==> src/rtl/alu_pipe.sv <==
// alu_pipe: pipelined ALU with valid/ready handshakes on both sides.
// Stage 1 computes result and flags. Stages 2..STAGES only delay them.
// One global stall signal freezes every stage register when the output is full
// and the consumer is not ready.
// Optional feature: define ALU_PIPE_MAC_EN to build the multiply-accumulate
// unit that handles mode 3'b111. Without it, mode 3'b111 is reported as illegal.
module alu_pipe #(
  parameter int WIDTH  = 8,
  parameter int STAGES = 2
) (
  input  logic             clk,
  input  logic             rst,
  input  logic [WIDTH-1:0] val1,
  input  logic [WIDTH-1:0] val2,
  input  logic [2:0]       mode,
  input  logic             valid_i,
  output logic             ready_o,
  input  logic             acc_clr,
  output logic [WIDTH-1:0] result,
  output logic             carry,
  output logic             ovf,
  output logic             zero,
  output logic             err,
  output logic             valid_o,
  input  logic             ready_i
);

  // Shift amount width. A WIDTH of at least 2 keeps this at 1 bit or more.
  localparam int SHW = $clog2(WIDTH);
  // Packed stage payload: {result, carry, ovf, zero, err}.
  localparam int DW  = WIDTH + 4;

  typedef enum logic [2:0] {
    OP_ADD = 3'b000,
    OP_SUB = 3'b001,
    OP_AND = 3'b010,
    OP_OR  = 3'b011,
    OP_XOR = 3'b100,
    OP_SHL = 3'b101,
    OP_MUL = 3'b110,
    OP_MAC = 3'b111
  } op_t;

  // Computes every operation except the accumulator path. Mode 3'b111 reports
  // as illegal here, and the MAC build overrides that result afterwards.
  function automatic logic [DW-1:0] alu_calc(
    input logic [WIDTH-1:0] a,
    input logic [WIDTH-1:0] b,
    input logic [2:0]       op
  );
    logic [WIDTH:0]   wide;
    logic [WIDTH-1:0] r;
    logic             c;
    logic             o;
    logic             e;
    wide = {(WIDTH+1){1'b0}};
    r    = {WIDTH{1'b0}};
    c    = 1'b0;
    o    = 1'b0;
    e    = 1'b0;
    case (op_t'(op))
      OP_ADD: begin
        wide = {1'b0, a} + {1'b0, b};
        r    = wide[WIDTH-1:0];
        c    = wide[WIDTH];
        // The sum overflows when both operands have the same sign and the
        // result has a different sign.
        o    = (a[WIDTH-1] == b[WIDTH-1]) && (r[WIDTH-1] != a[WIDTH-1]);
      end
      OP_SUB: begin
        wide = {1'b0, a} - {1'b0, b};
        r    = wide[WIDTH-1:0];
        // The extra top bit is set exactly when val1 < val2 as unsigned values.
        c    = wide[WIDTH];
        // The difference overflows when the operand signs differ and the
        // result sign differs from the minuend.
        o    = (a[WIDTH-1] != b[WIDTH-1]) && (r[WIDTH-1] != a[WIDTH-1]);
      end
      OP_AND:  r = a & b;
      OP_OR:   r = a | b;
      OP_XOR:  r = a ^ b;
      OP_SHL:  r = a << b[SHW-1:0];
      OP_MUL:  r = a * b;
      OP_MAC:  e = 1'b1;
      default: e = 1'b1;
    endcase
    return {r, c, o, (r == {WIDTH{1'b0}}), e};
  endfunction

  logic [DW-1:0]    calc_s;
  logic [DW-1:0]    alu_s;
  logic             accept_s;
  logic             advance_s;
  logic [DW-1:0]    data_r [STAGES];
  logic [STAGES-1:0] vld_r;

  // The global stall depends only on the output stage and the consumer.
  // An item leaves the output stage in the same cycle that a new one enters.
  assign advance_s = ready_i | ~vld_r[STAGES-1];
  assign ready_o   = advance_s;
  assign accept_s  = valid_i & advance_s;

  assign alu_s = alu_calc(val1, val2, mode);

`ifdef ALU_PIPE_MAC_EN
  logic [WIDTH-1:0] acc_r;
  logic [WIDTH-1:0] prod_s;
  logic [WIDTH-1:0] acc_next_s;

  // Product and next accumulator value. acc_clr restarts the sum from the
  // current product.
  always_comb begin
    prod_s     = val1 * val2;
    acc_next_s = {WIDTH{1'b0}};
    if (acc_clr) begin
      acc_next_s = prod_s;
    end else begin
      acc_next_s = acc_r + prod_s;
    end
  end

  // The accumulator changes only on an accepted item.
  // A non-MAC item clears it only when acc_clr is set.
  always_ff @(posedge clk or posedge rst) begin
    if (rst) begin
      acc_r <= {WIDTH{1'b0}};
    end else if (accept_s) begin
      if (mode == OP_MAC) begin
        acc_r <= acc_next_s;
      end else if (acc_clr) begin
        acc_r <= {WIDTH{1'b0}};
      end else begin
        acc_r <= acc_r;
      end
    end
  end

  // A MAC item returns the updated accumulator with carry and ovf cleared.
  always_comb begin
    calc_s = alu_s;
    if (mode == OP_MAC) begin
      calc_s = {acc_next_s, 1'b0, 1'b0, (acc_next_s == {WIDTH{1'b0}}), 1'b0};
    end else begin
      calc_s = alu_s;
    end
  end
`else
  logic unused_acc_clr_s;
  assign unused_acc_clr_s = acc_clr;

  // Without the accumulator, the plain ALU result goes to stage 1 unchanged.
  always_comb begin
    calc_s = alu_s;
  end
`endif

  // Pipeline shift. Valid bits always advance, so bubbles stay in their slots.
  // Data advances only behind a valid item, so the output keeps its last
  // real value while a bubble is presented.
  always_ff @(posedge clk or posedge rst) begin
    if (rst) begin
      vld_r <= {STAGES{1'b0}};
      for (int i = 0; i < STAGES; i++) begin
        data_r[i] <= {DW{1'b0}};
      end
    end else if (advance_s) begin
      vld_r[0] <= valid_i;
      if (valid_i) begin
        data_r[0] <= calc_s;
      end
      for (int i = 1; i < STAGES; i++) begin
        vld_r[i] <= vld_r[i-1];
        if (vld_r[i-1]) begin
          data_r[i] <= data_r[i-1];
        end
      end
    end
  end

  assign valid_o = vld_r[STAGES-1];
  assign result  = data_r[STAGES-1][DW-1:4];
  assign carry   = data_r[STAGES-1][3];
  assign ovf     = data_r[STAGES-1][2];
  assign zero    = data_r[STAGES-1][1];
  assign err     = data_r[STAGES-1][0];

endmodule

==> config.mk <==
export PLATFORM = sky130hd
export DESIGN_NAME = alu_pipe
export DESIGN_NICKNAME = d
export VERILOG_FILES = /design/src/rtl/alu_pipe.sv
export SDC_FILE = /design/constraint.sdc
export NUM_CORES = 1
export LEC_CHECK = 0
export ABC_AREA = 1
export CAP_MARGIN = 0
export CORE_MARGIN = 2
export CORE_UTILIZATION = 50
export DETAILED_ROUTE_END_ITERATION = 12
export GPL_TIMING_DRIVEN = 0
export PLACE_DENSITY = 0.75
export SYNTH_ARGS = -nofsm -noshare
export SYNTH_HDL_FRONTEND = slang
export SYNTH_SLANG_ARGS = --single-unit
==> constraint.sdc <==
create_clock -name clk -period 1.4 [get_ports clk]
set_input_delay 0.28 -clock clk [delete_from_list [all_inputs] [get_ports clk]]
set_output_delay 0.28 -clock clk [all_outputs]
set_load 0.05 [all_outputs]
==> results.rst <==
.. list-table::
   :header-rows: 1

   * - Metric
     - Value
   * - Clock input transition at the sequential cells of the worst setup and hold paths
     - ~0.08 ns
   * - Maximum number of pins on one net before global-route repair
     - 27
   * - Setup TNS after final layout
     - -12.90 ns
   * - Number of levels the H-tree was split into
     - 1
   * - Top-level port count
     - 38
   * - Synth warn
     - 0
   * - Final max-slew violation count
     - 0
   * - Diodes inserted
     - 0
   * - Proportion of netlist area held by the largest area contributor
     - about a fifth
   * - Placed Area
     - 4150 µm²
   * - Antenna violations before repair
     - 0
   * - Final weighted congestion in routability-driven placement
     - 0.943
   * - Die Y-Extent
     - ~87 µm
   * - Arrival time worst endpoint
     - 3.61 ns
   * - Fillers
     - approximately 580
   * - Failing checks
     - negative setup slack
   * - Power density over the cells
     - 910 nW/µm²
   * - Count of clock tree sinks
     - 26
   * - Area overhead of the layout relative to synthesis
     - 34.5%
   * - Part of the Yosys area used for sequential elements
     - roughly a fifth
   * - Leading cell types in the layout, fill and taps excluded
     - sky130_fd_sc_hd__nand2_1 (105), sky130_fd_sc_hd__inv_1 (74), sky130_fd_sc_hd__inv_2 (29)
   * - Rel. slew slack
     - ~64%
   * - Share of the cycle needed by the critical path after routing
     - 244%
   * - Setup WS pre-CTS
     - -3.12 ns
   * - Total GRT Usage
     - about 28%
   * - Post-Synthesis Cells
     - around 510
   * - Number of DRC markers in iteration 0
     - 210
   * - Core region area
     - ~6800 µm²
   * - Static Leakage
     - about 2.5 nW
   * - Number of rows created at floorplan
     - 30
   * - Clock tree from TritonCTS
     - yes
   * - # nets final
     - between 600 and 700
   * - Clk_lat worst skew
     - ~0.27 ns
   * - Upper clock frequency limit
     - 293 MHz
   * - Hold violation count in the final report
     - 0
   * - Number of buffers added by the clock tree synthesis step
     - 3
   * - Hold/Removal Path Class
     - input port to asynchronous set/reset pin
   * - Total grt overflow
     - 0
   * - Max FO, Critical Path
     - 3
   * - Least setup slack across all paths after layout
     - -2.01 ns
   * - Top cells by area in the synthesized netlist
     - sky130_fd_sc_hd__dfrtp_1 (19%), sky130_fd_sc_hd__ha_1 (15%), sky130_fd_sc_hd__nand2_1 (13%)
   * - Setup violations, final
     - 10
   * - Count of maximum capacitance violations
     - 0
   * - Type of the worst setup path
     - input port to register
   * - RSZ-0062 raised after global routing
     - true
   * - Transition time at the pin with the least slew margin
     - 0.542 ns
   * - Post-layout min period
     - 3.41 ns
   * - CTS Root Cell
     - sky130_fd_sc_hd__clkbuf_8
   * - Max Root-Sink Buffers
     - 2
   * - Layout cell share with drive strength beyond 1
     - 33.4%
   * - Distinct cell type count of the synthesized netlist
     - 38
   * - Die ar.
     - approximately 7600 µm²
   * - Starting Density
     - about 51%
   * - Mean instance size in the synthesized netlist
     - 6.77 µm²
   * - Critical path endpoint category
     - register
   * - Number of iterations in the first detailed-routing pass
     - 5
   * - Average wire per standard cell
     - 15.3 µm
   * - Via count of the first global-routing pass
     - roughly 3,300
   * - Syn nets
     - between 500 and 600
   * - Most common cell after layout, fill and taps aside
     - sky130_fd_sc_hd__nand2_1
   * - Seq cells post-synth
     - 26
   * - R2R Setup Slk
     - 0.03 ns
   * - Post-Route Skew
     - roughly 0.0063 ns
   * - Data required time of the worst path
     - ~1.6 ns
   * - Number of vias after detailed routing
     - ~3,500
   * - Number of buffers added to fix hold violations after cts
     - 0
   * - Number of buffer cells added on primary ports
     - 36
   * - Average vias per placed instance
     - around 5.4
   * - Post-route total power
     - 0.00424 W
   * - Number of remaining DRC errors
     - 0
   * - Final HPWL DP
     - slightly below 8 mm
   * - Area of the mapped netlist
     - around 3500 µm²
   * - Crit path launch type
     - input port
   * - Antenna-violating nets left
     - 0
   * - Biggest area consumer among synthesized cells
     - sky130_fd_sc_hd__dfrtp_1
   * - Global-route wire length before repair
     - between 15 and 20 mm
   * - Die width
     - between 80 and 90 µm
   * - Routed WL
     - just over 10 mm
   * - Result of the run
     - complete, but fails checks
   * - Worst hold slack
     - 0.402 ns
   * - Worst supply voltage drop on vdd
     - between 600 and 700 µV
   * - Final instance area
     - between 4000 and 5000 µm²
## metal layers
metal | vias up | GRT usage, % | part of all wire [%]
li1 | 1741 | - | -
met1 | 1658 | 36.6 | 44
met2 | 120 | 48.6 | 49
met3 | 22 | 1.14 | 5.1
met4 | 0 | 7.55 | 2.4
met5 | - | 0 | 0
## worst max-delay path: stages
cell                       delay, ns
sky130_fd_sc_hd__buf_8          0.08
sky130_fd_sc_hd__buf_12         0.10
sky130_fd_sc_hd__nand2_4        0.04
sky130_fd_sc_hd__fa_2           0.35
sky130_fd_sc_hd__fa_1           0.52
sky130_fd_sc_hd__inv_1          0.05
sky130_fd_sc_hd__fa_1           0.48
sky130_fd_sc_hd__inv_1          0.05
sky130_fd_sc_hd__fa_2           0.52
sky130_fd_sc_hd__inv_2          0.04
sky130_fd_sc_hd__ha_4           0.23
sky130_fd_sc_hd__inv_4          0.07
sky130_fd_sc_hd__nand3_2        0.07
sky130_fd_sc_hd__nand2_2        0.08
sky130_fd_sc_hd__o21ai_2        0.07
sky130_fd_sc_hd__nor2_1         0.12
sky130_fd_sc_hd__nand2_1        0.08
sky130_fd_sc_hd__nor2_2         0.13
sky130_fd_sc_hd__nand4_1        0.09
sky130_fd_sc_hd__o21bai_1       0.14
## kinds of logic (layout without fill, tap and decap cells)
logic type               after synthesis  after routing  share of synthesized area, %
AO/OA/AOI/OAI                         82             82                          13.3
XOR/XNOR                               5              5                          1.27
adder cells (fa/ha/maj)               55             55                          22.9
buffers and inverters                130            196                          15.2
flip-flops                            26             26                          18.8
multiplexers                          10             10                          3.18
AND/OR/NAND/NOR                      203            203                          25.3
## sequential cells by signal (all words and copies together) (netlist names)
name / count
result: 8
ovf: 1
carry: 1
err: 1
data_r: 12
zero: 1
vld_r: 2
## cell type report
cell class	instances	area, µm²	area share, %
Multi-Input combinational cell	355	2660	57.1
Sequential cell	26	652	14.0
Timing Repair Buffer	62	582	12.5
Inverter	113	459	9.87
Buffer	17	158	3.39
Tap cell	80	100	2.15
Clock buffer	4	45.0	0.968
## stage by stage
| stage | utilization [%] | std cells |
|---|---|---|
| 3_5_place_dp | 61.4 | 627 |
| 2_1_floorplan | - | 511 |
| 3_3_place_gp | 61.4 | 627 |
| 5_1_grt | 68.9 | 657 |
| 4_1_cts | 66.6 | 647 |
| 6_report | 68.9 | 657 |
## path summary, 6_finish.rpt
check	start	endpoint	cells after the start
min in group clk	data_r[23]$_DFFE_PP0P_	data_r[23]$_DFFE_PP0P_	2
worst min-delay path	rst	data_r[22]$_DFFE_PP0P_	2
worst max-delay path	val2[2]	data_r[13]$_DFFE_PP0P_	20
worst min register to register	data_r[23]$_DFFE_PP0P_	data_r[23]$_DFFE_PP0P_	2
worst max register to register	vld_r[1]$_DFFE_PP0N_	data_r[13]$_DFFE_PP0P_	11
max in group asynchronous	rst	vld_r[1]$_DFFE_PP0N_	2
## cell usage after synthesis (all sizes together)
master / number
nor3b: 1
mux2: 8
a21o: 2
nand3: 33
a31oi: 6
o2111ai: 1
clkbuf: 3
o211ai: 2
nand2: 121
nand4: 10
o21ai: 38
nor2: 33
or2: 3
fa: 14
nand3b: 1
a211oi: 2
o22ai: 6
o31a: 1
clkinv: 2
o21bai: 2
dfrtp: 26
a21oi: 22
xor2: 1
mux2i: 2
ha: 41
inv: 111
nor3: 1
buf: 14
xnor2: 4
## repair_timing
item                                   4_1_cts  5_1_grt
endpoints found under the hold margin        0        0
pin swaps                                   39       31
resized for setup                          166       61
setup endpoints to repair                   25       22
buffers inserted                            16       10
## where the power goes
group / switching, W / total, W / internal, W
sequential: 0.0000983 / 0.00104 / 0.000943
combinational: 0.00165 / 0.00277 / 0.00112
clock: 0.000219 / 0.000423 / 0.000204
total: 0.00197 / 0.00424 / 0.00226
Note: power is estimated with default switching activity, not from simulation.
